--- config.mk ---
export PLATFORM = sky130hd
export DESIGN_NAME = expr_datapath
export DESIGN_NICKNAME = d
export VERILOG_FILES = /design/src/rtl/expr_pkg.sv /design/src/rtl/expr_alu.sv /design/src/rtl/expr_datapath.sv
export SDC_FILE = /design/constraint.sdc
export NUM_CORES = 1
export LEC_CHECK = 0
export CORE_MARGIN = 8
export CORE_UTILIZATION = 54
export DETAILED_ROUTE_END_ITERATION = 12
export PLACE_DENSITY = 0.84
export SETUP_SLACK_MARGIN = 0.1
export SLEW_MARGIN = 15
export SYNTH_ARGS = -nofsm -noshare
export SYNTH_HDL_FRONTEND = slang
export SYNTH_SLANG_ARGS = --single-unit
--- constraint.sdc ---
create_clock -name clk -period 7 [get_ports clk]
set_input_delay 1.75 -clock clk [delete_from_list [all_inputs] [get_ports clk]]
set_output_delay 1.75 -clock clk [all_outputs]
set_load 0.01 [all_outputs]
--- src/rtl/expr_pkg.sv ---
// ---------------------------------------------------------------------------
// expr_pkg
// Shared constants for the expression-solver datapath: the default data
// width, the select codes for the three datapath multiplexers and the ALU
// operation codes.  Imported by expr_alu and expr_datapath.
// ---------------------------------------------------------------------------
package expr_pkg;

   localparam int DEFAULT_WIDTH = 8;

   // ALU operand A select (M0)
   localparam logic [1:0] SEL_A_X    = 2'b00;
   localparam logic [1:0] SEL_A_S    = 2'b01;
   localparam logic [1:0] SEL_A_HR   = 2'b10;
   localparam logic [1:0] SEL_A_ZERO = 2'b11;

   // ALU operand B select (M1)
   localparam logic [1:0] SEL_B_C    = 2'b00;
   localparam logic [1:0] SEL_B_A    = 2'b01;
   localparam logic [1:0] SEL_B_B    = 2'b10;
   localparam logic [1:0] SEL_B_X    = 2'b11;

   // S register load source select (M2)
   localparam logic [1:0] SEL_S_ALU  = 2'b00;
   localparam logic [1:0] SEL_S_X    = 2'b01;
   localparam logic [1:0] SEL_S_HR   = 2'b10;
   localparam logic [1:0] SEL_S_ZERO = 2'b11;

   // ALU operation (H)
   localparam logic OP_ADD = 1'b0;
   localparam logic OP_MUL = 1'b1;

endpackage

--- src/rtl/expr_alu.sv ---
// ---------------------------------------------------------------------------
// expr_alu
// Combinational add/multiply shared by the datapath.  The full result is
// formed at 2*WIDTH bits so that any carry or product bit at or above WIDTH
// flags an overflow.
// Optional feature macro: SATURATE_EN -- when defined, an overflowing result
// is clamped to all-ones instead of wrapping to its low WIDTH bits.
//
// Ports:
//   op      in   1      operation: OP_ADD or OP_MUL
//   opa     in   WIDTH  operand A
//   opb     in   WIDTH  operand B
//   result  out  WIDTH  value to be written into S/Hr
//   ovf     out  1      full result does not fit in WIDTH bits
// ---------------------------------------------------------------------------
module expr_alu
   import expr_pkg::*;
#(
   parameter int WIDTH = DEFAULT_WIDTH
) (
   input  logic             op,
   input  logic [WIDTH-1:0] opa,
   input  logic [WIDTH-1:0] opb,
   output logic [WIDTH-1:0] result,
   output logic             ovf
);

   logic [2*WIDTH-1:0] opa_wide;
   logic [2*WIDTH-1:0] opb_wide;
   logic [2*WIDTH-1:0] full;

   always_comb begin
      opa_wide = {{WIDTH{1'b0}}, opa};
      opb_wide = {{WIDTH{1'b0}}, opb};
      if (op == OP_MUL) begin
         full = opa_wide * opb_wide;
      end else begin
         full = opa_wide + opb_wide;
      end
      ovf = |full[2*WIDTH-1:WIDTH];
`ifdef SATURATE_EN
      result = ovf ? {WIDTH{1'b1}} : full[WIDTH-1:0];
`else
      result = full[WIDTH-1:0];
`endif
   end

endmodule

--- src/rtl/expr_datapath.sv ---
// ---------------------------------------------------------------------------
// expr_datapath
// Datapath end of the expression solver.  The external controller drives
// load strobes and mux selects; this block holds the working registers
// X, S and Hr, one shared ALU (expr_alu), a sticky overflow flag for the
// evaluation in progress, and a result register that captures S on the
// rising edge of the controller's completed flag.
// Optional feature macro: SATURATE_EN (handled inside expr_alu).
//
// Ports:
//   clk           in   1      system clock, rising edge
//   rst           in   1      asynchronous active-low reset
//   LX, LS, LH    in   1      load strobes for X, S and Hr
//   H             in   1      ALU op (1 = multiply, 0 = add)
//   M0, M1, M2    in   2      ALU operand A, operand B, S source selects
//   completed     in   1      controller done level
//   x_in..c_in    in   WIDTH  input x and coefficients a, b, c
//   result        out  WIDTH  captured S value
//   result_valid  out  1      one-cycle pulse on capture
//   result_ovf    out  1      overflow flag captured with result
//   busy_ovf      out  1      sticky overflow of the current evaluation
// ---------------------------------------------------------------------------
module expr_datapath
   import expr_pkg::*;
#(
   parameter int WIDTH = DEFAULT_WIDTH
) (
   input  logic             clk,
   input  logic             rst,
   input  logic             LX,
   input  logic             LS,
   input  logic             LH,
   input  logic             H,
   input  logic [1:0]       M0,
   input  logic [1:0]       M1,
   input  logic [1:0]       M2,
   input  logic             completed,
   input  logic [WIDTH-1:0] x_in,
   input  logic [WIDTH-1:0] a_in,
   input  logic [WIDTH-1:0] b_in,
   input  logic [WIDTH-1:0] c_in,
   output logic [WIDTH-1:0] result,
   output logic             result_valid,
   output logic             result_ovf,
   output logic             busy_ovf
);

   logic [WIDTH-1:0] x_q, x_d;
   logic [WIDTH-1:0] s_q, s_d;
   logic [WIDTH-1:0] hr_q, hr_d;
   logic [WIDTH-1:0] result_q, result_d;
   logic             result_valid_q, result_valid_d;
   logic             result_ovf_q, result_ovf_d;
   logic             busy_ovf_q, busy_ovf_d;
   logic             completed_q, completed_d;

   logic [WIDTH-1:0] alu_a;
   logic [WIDTH-1:0] alu_b;
   logic [WIDTH-1:0] alu_out;
   logic             alu_ovf;
   logic [WIDTH-1:0] s_src;
   logic             ovf_set;
   logic             capture;

   // Operand and S-source multiplexers; every select code is decoded.
   always_comb begin
      unique case (M0)
         SEL_A_X:  alu_a = x_q;
         SEL_A_S:  alu_a = s_q;
         SEL_A_HR: alu_a = hr_q;
         default:  alu_a = '0;
      endcase
      unique case (M1)
         SEL_B_C: alu_b = c_in;
         SEL_B_A: alu_b = a_in;
         SEL_B_B: alu_b = b_in;
         default: alu_b = x_q;
      endcase
      unique case (M2)
         SEL_S_ALU: s_src = alu_out;
         SEL_S_X:   s_src = x_q;
         SEL_S_HR:  s_src = hr_q;
         default:   s_src = '0;
      endcase
   end

   expr_alu #(
      .WIDTH (WIDTH)
   ) u_alu (
      .op     (H),
      .opa    (alu_a),
      .opb    (alu_b),
      .result (alu_out),
      .ovf    (alu_ovf)
   );

   // Next-state logic.  All loads read pre-edge register values, so
   // simultaneous strobes compose without ordering effects.  LX starts a
   // new evaluation, so its clear of busy_ovf beats a coincident set.
   // Capture takes the pre-edge S, ignoring any LS in the same cycle.
   always_comb begin
      x_d  = LX ? x_in    : x_q;
      hr_d = LH ? alu_out : hr_q;
      s_d  = LS ? s_src   : s_q;

      ovf_set = alu_ovf & (LH | (LS & (M2 == SEL_S_ALU)));
      if (LX) begin
         busy_ovf_d = 1'b0;
      end else if (ovf_set) begin
         busy_ovf_d = 1'b1;
      end else begin
         busy_ovf_d = busy_ovf_q;
      end

      completed_d    = completed;
      capture        = completed & ~completed_q;
      result_valid_d = capture;
      result_d       = capture ? s_q        : result_q;
      result_ovf_d   = capture ? busy_ovf_q : result_ovf_q;
   end

   // State registers with asynchronous active-low clear.
   always_ff @(posedge clk or negedge rst) begin
      if (!rst) begin
         x_q            <= '0;
         s_q            <= '0;
         hr_q           <= '0;
         result_q       <= '0;
         result_valid_q <= 1'b0;
         result_ovf_q   <= 1'b0;
         busy_ovf_q     <= 1'b0;
         completed_q    <= 1'b0;
      end else begin
         x_q            <= x_d;
         s_q            <= s_d;
         hr_q           <= hr_d;
         result_q       <= result_d;
         result_valid_q <= result_valid_d;
         result_ovf_q   <= result_ovf_d;
         busy_ovf_q     <= busy_ovf_d;
         completed_q    <= completed_d;
      end
   end

   assign result       = result_q;
   assign result_valid = result_valid_q;
   assign result_ovf   = result_ovf_q;
   assign busy_ovf     = busy_ovf_q;

endmodule

# Word level (Yosys, flattened, before mapping)
# Cells that the tools add are included.
# Widths: inputs -> output; s select.
op_classes:
  add_sub_neg: 1
  mul: 1
  eq_ne: 6
  mux: 6
  n_bitwise: 5
  n_reduce_logical: 5
ops:
  columns: ["operator", "n"]
  rows:
  - ["$pmux 8 s3", 3]
  - ["$mul 8x8->16", 1]
  - ["$mux 16", 1]
  - ["$add 8x8->9", 1]
  - ["$reduce_or 8->1", 1]
  - ["$eq 2x1->1 const B", 3]
  - ["$eq 2x2->1 const B", 3]
  - ["$logic_not 2->1", 3]
  - ["$and 1x1->1", 3]
  - ["$mux 1", 2]
  - ["$reduce_bool 2->1", 1]
  - ["$not 1->1", 1]
  - ["$or 1x1->1", 1]
totals:
  register_bits: 36
  out_inout_bits: 11
  wordCells: 32

# Logic depth before layout (Yosys ltp)
depth:
  depth_word: 8
  mapped_depth: 21
  depth_no_buf: 19

# Cells and area by module
# Synthesis repeated with hierarchy kept, for this count alone.
unflattened:
  cells_unflattened: 440
  area_unflattened_um2: 4383.0
by_module_without_submodules:
  columns: ["mod", "instances", "cells_per_inst", "area_each_um2", "seq_area_each_um2"]
  rows:
  - ["expr_alu", 1, 303, 2483.6, 0.0]
  - ["expr_datapath", 1, 137, 1899.3, 900.9]

# Worst setup path after synthesis
# OpenSTA, ideal clock, no wires.
synth_timing:
  path_type: "input port to flip-flop"
  from: "input port M0[0]"
  to: "register busy_ovf_q (netlist: busy_ovf)"
  setup_time_ps: 124
  arrival_ps: 6453
  setup_slack_ps: 423
  stages: 19
  path_cell_list: "clkbuf_1 nor2b_1 clkbuf_1 nand2_1 o21ai_1 and2_1 fa_1 inv_1 fa_1 fa_1 inv_1 fa_1 ha_1 a21o_1 a211oi_1 mux2_2 a21oi_1 o2111ai_1 o31a_1"
synth_between:
  elab_chain_len: 7
  word_cells_on_any_way: 10
synth_rtl:
  columns: ["element", "line_no", "text"]
  rows:
  - ["start: declaration", "expr_datapath.sv:34", "input logic [1:0] M0,"]
  - ["$eq 2x2->1, or another cell as far along", "expr_datapath.sv:67", "unique case (M0)"]
  - ["$pmux 8 s3 *", "expr_datapath.sv:67", null]
  - ["$mul 8x8->16 or $add 8x8->9 (tied branches)", "expr_alu.sv:36, expr_alu.sv:38", null]
  - ["$mux 16 *", "expr_alu.sv:35", "if (op == OP_MUL) begin"]
  - ["$reduce_or 8->1 *", "expr_alu.sv:40", "ovf = |full[2*WIDTH-1:WIDTH];"]
  - ["$and 1x1->1 *", "expr_datapath.sv:106", "ovf_set = alu_ovf & (LH | (LS & (M2 == SEL_S_ALU)));"]
  - ["$reduce_bool 2->1 (no source line) *", null, null]
  - ["end signal: assignment", "expr_datapath.sv:140", "busy_ovf_q <= busy_ovf_d;"]
  - ["end: declaration", "expr_datapath.sv:54", "logic busy_ovf_q, busy_ovf_d;"]
# Mark *: on every way between the ends. The rest lies on a longest branch, timed or not.
# A chain may end at the register's enable or synchronous reset.

# Worst setup path in the final report
layout_timing:
  from: "input port M1[0]"
  to: "register busy_ovf_q (netlist: busy_ovf)"
layout_between:
  elab_chain_len: 7
  word_cells_on_any_way: 10
layout_rtl:
  columns: ["element", "line_no", "text"]
  rows:
  - ["start: declaration", "expr_datapath.sv:35", "input logic [1:0] M1,"]
  - ["$eq 2x2->1, or another cell as far along", "expr_datapath.sv:73", "unique case (M1)"]
  - ["$pmux 8 s3 *", "expr_datapath.sv:73", null]
  - ["$mul 8x8->16 or $add 8x8->9 (tied branches)", "expr_alu.sv:36, expr_alu.sv:38", null]
  - ["$mux 16 *", "expr_alu.sv:35", null]
  - ["$reduce_or 8->1 *", "expr_alu.sv:40", null]
  - ["$and 1x1->1 *", "expr_datapath.sv:106", null]
  - ["$reduce_bool 2->1 (no source line) *", null, null]
# Marks and branches as above.

==> metrics <==
routed vias/inst 5.86; most common cell in the netlist inv_1; sequential cell area fraction in the yosys report 20.5%; Lkg Pwr 2.53 nW; Final Hold Vio Count 0; I/O pin cnt 56; Final setup viols 0; Net Count, Synth 600; RSZ-0062 raised after global routing no; vias in the first global route 4192; Core ar. 8050 um^2; Pint 0.000979 W; RePlAce Congestion 0.939; Syn. warnings 0; first-pass GRT wire length 19500 um; H-tree levels 2; most instantiated cells after synthesis inv_1, nand2_1, ha_1, and2_1, fa_1; port bufs 55; Syn Area/Cell 9.25 um^2; fmax 0.147 GHz; Relative slew margins 43.2%; worst hold path class reg -> reg; post-route ant nets 0; Seq cells post-synth 36; post-DR wirelength/cell 17.5 um; maximum vdd drop 0.199 mV; die area 11300 um^2; Fillers 632; crit path capture type flip-flop; async set-reset flop share out of synthesis 100%; CTS Buf Count 5; clock tree buffer depth 2; total track usage 21.0%; via count 3858; Mapped Cells 474; kind of critical path in -> reg; drt initial violations 223; DP HPWL 9360 um; synth unique cells 50; Sequential Power Share 16.1%; CP required 7200 ps; synth-to-layout area growth 22.6%; Critical Path Fanout Max 8; combinational power share 73.7%; length in cells of the worst reg-to-reg path 14; clock root buffer clkbuf_8; Power Dens Cells 346 nW/um^2; first-pass detailed-route iteration total 5; Post-route DRC 0; share of cells above drive strength 1 14.3%; Worst R2R Start x_q[5]; Main synth FF type dfrtp_1; Final min period 6810 ps; DRT Wirelength 11500 um; Critical Path Source Type primary input; Worst-Skew Late Latency 300 ps; reg2reg end busy_ovf; Clock Pin Slew Worst Setup and Hold Paths 90 ps; CTS tree yes; Critical Path AT 7000 ps; number of flops mapped to enable cells by yosys 0; CTS sink count 36; Inserted Diodes 0; Max-Cap Viols 0; Synth top area share 20.5%; die width 106 um; grt total ovfl 0; P_sw 0.000882 W; outcome complete, no violations; # nets final 678; worst hold slack 515 ps; Slew Viols, Final 0; Worst R2R Setup Slack 1860 ps; Worst Max-Slew Pin Slew 849 ps; top post-synthesis cells by area dfrtp_1, fa_1, ha_1, and2_1, mux2_2; Pwr Total 0.00186 W; switching share of power 47.4%; Mapped Area 4380 um^2; largest area contributor in the netlist dfrtp_1; largest net degree at the start of global routing 37; final worst path period share 97.2%; Critical Path Sink busy_ovf; Worst Setup SP M1[0]; Core Util, Final 66.8%; Die H 106 um; Initial Util 54.5%; Clock Skews 20.2 ps; Rows 33; Clk pwr share 10.2%; antenna violations before repair 0
-- placed cells by master, fill, tap and decap left out, types with 13 or more instances in the layout --
cell type and n:
buf_4 31, inv_1 62, o21ai_0 20, dfrtp_1 36, mux2i_1 14, clkdlybuf4s50_1 54
nor2_1 25, nand2_1 47, ha_1 44, fa_1 37, a21oi_1 13, and2_1 38
mux2_2 21
-- flip-flops by register name (all words and copies together), names as in the netlist --
| signal | flops |
|---|---|
| result_ovf | 1 |
| completed_q | 1 |
| hr_q | 8 |
| result | 8 |
| x_q | 8 |
| busy_ovf | 1 |
| result_valid | 1 |
| s_q | 8 |
-- layout make-up --
cell class,instances,area (um^2),share of cell area (%)
well taps,105,131,2.44
inverters,62,233,4.33
multi-input cells,361,3220,59.9
repair buffers,86,778,14.5
clock inverters,3,42.5,0.791
flip-flops and latches,36,901,16.8
clock buffers,5,68.8,1.28
-- per-stage QoR --
step                      cells  instance area (um^2)  setup TNS [ps]  setup WS [ps]
after floorplan             474                  4380               0            423
after global placement      648                  5220               0           32.1
after detailed placement    648                  5220            -118           -118
after CTS                   656                  5330               0            208
after global routing        658                  5380               0           21.0
final                       658                  5380               0            194
-- power by group through the flow --
| stage | sequential (W) | clock (W) | combinational [W] |
|---|---|---|---|
| 5_1_grt | 0.000304 | 0.000196 | 0.00154 |
| 3_3_place_gp | 0.000298 | 0 | 0.00125 |
| 6_report | 0.000299 | 0.000191 | 0.00137 |
| 2_1_floorplan | 0.000296 | 0 | 0.000894 |
| 4_1_cts | 0.000297 | 0.000190 | 0.00134 |
| 3_5_place_dp | 0.000300 | 0 | 0.00131 |
-- per-layer routing --
| metal | up-vias | wire [um] | GRT usage (%) | share of wire [%] |
|---|---|---|---|---|
| li1 | 1772 | - | - | - |
| met1 | 1912 | 4800 | 25.2 | 42 |
| met2 | 150 | 5830 | 36.7 | 51 |
| met3 | 24 | 674 | 3.93 | 5.8 |
| met4 | 0 | 225 | 7.04 | 2.0 |
| met5 | - | 0 | 0 | 0 |
-- what timing repair did --
action | CTS | global route
hold endpoints to repair | 0 | 0
hold buffers | 0 | 0
gates resized for setup | 0 | 10
endpoints found under the setup margin | 0 | 1
buffers inserted | 0 | 2
-- worst min-delay path by stage --
stage                    start    endpoint  cells after the start
floorplan              hr_q[7]     hr_q[7]                      2
global placement    result_ovf  result_ovf                      2
detailed placement  result_ovf  result_ovf                      2
CTS                  result[5]   result[5]                      1
global route         result[5]   result[5]                      1
finish               result[5]   result[5]                      1
-- cell families (layout without fill, tap and decap cells) --
family          count (synthesis)  in the layout  synth area share, %
buf+inv                        77            156                 6.62
flops                          36             36                 20.5
mux                            43             43                 12.7
fa+ha+maj                      81             81                 29.5
simple gates                  140            140                 15.8
xor+xnor                        6              6                 1.20
compound gates                 91             91                 13.7
-- worst max-delay path, stage by stage --
cell             delay [ps]
clkdlybuf4s50_1         490
buf_4                   150
mux4_2                  600
and2_1                  220
fa_1                    510
inv_1                    60
fa_1                    510
fa_1                    530
fa_1                    540
inv_1                    40
ha_1                    320
or3_1                   310
and3_1                  220
a2111oi_1               360
a21oi_1                  90
o31a_1                  310
(Power assumes the default switching activity.)
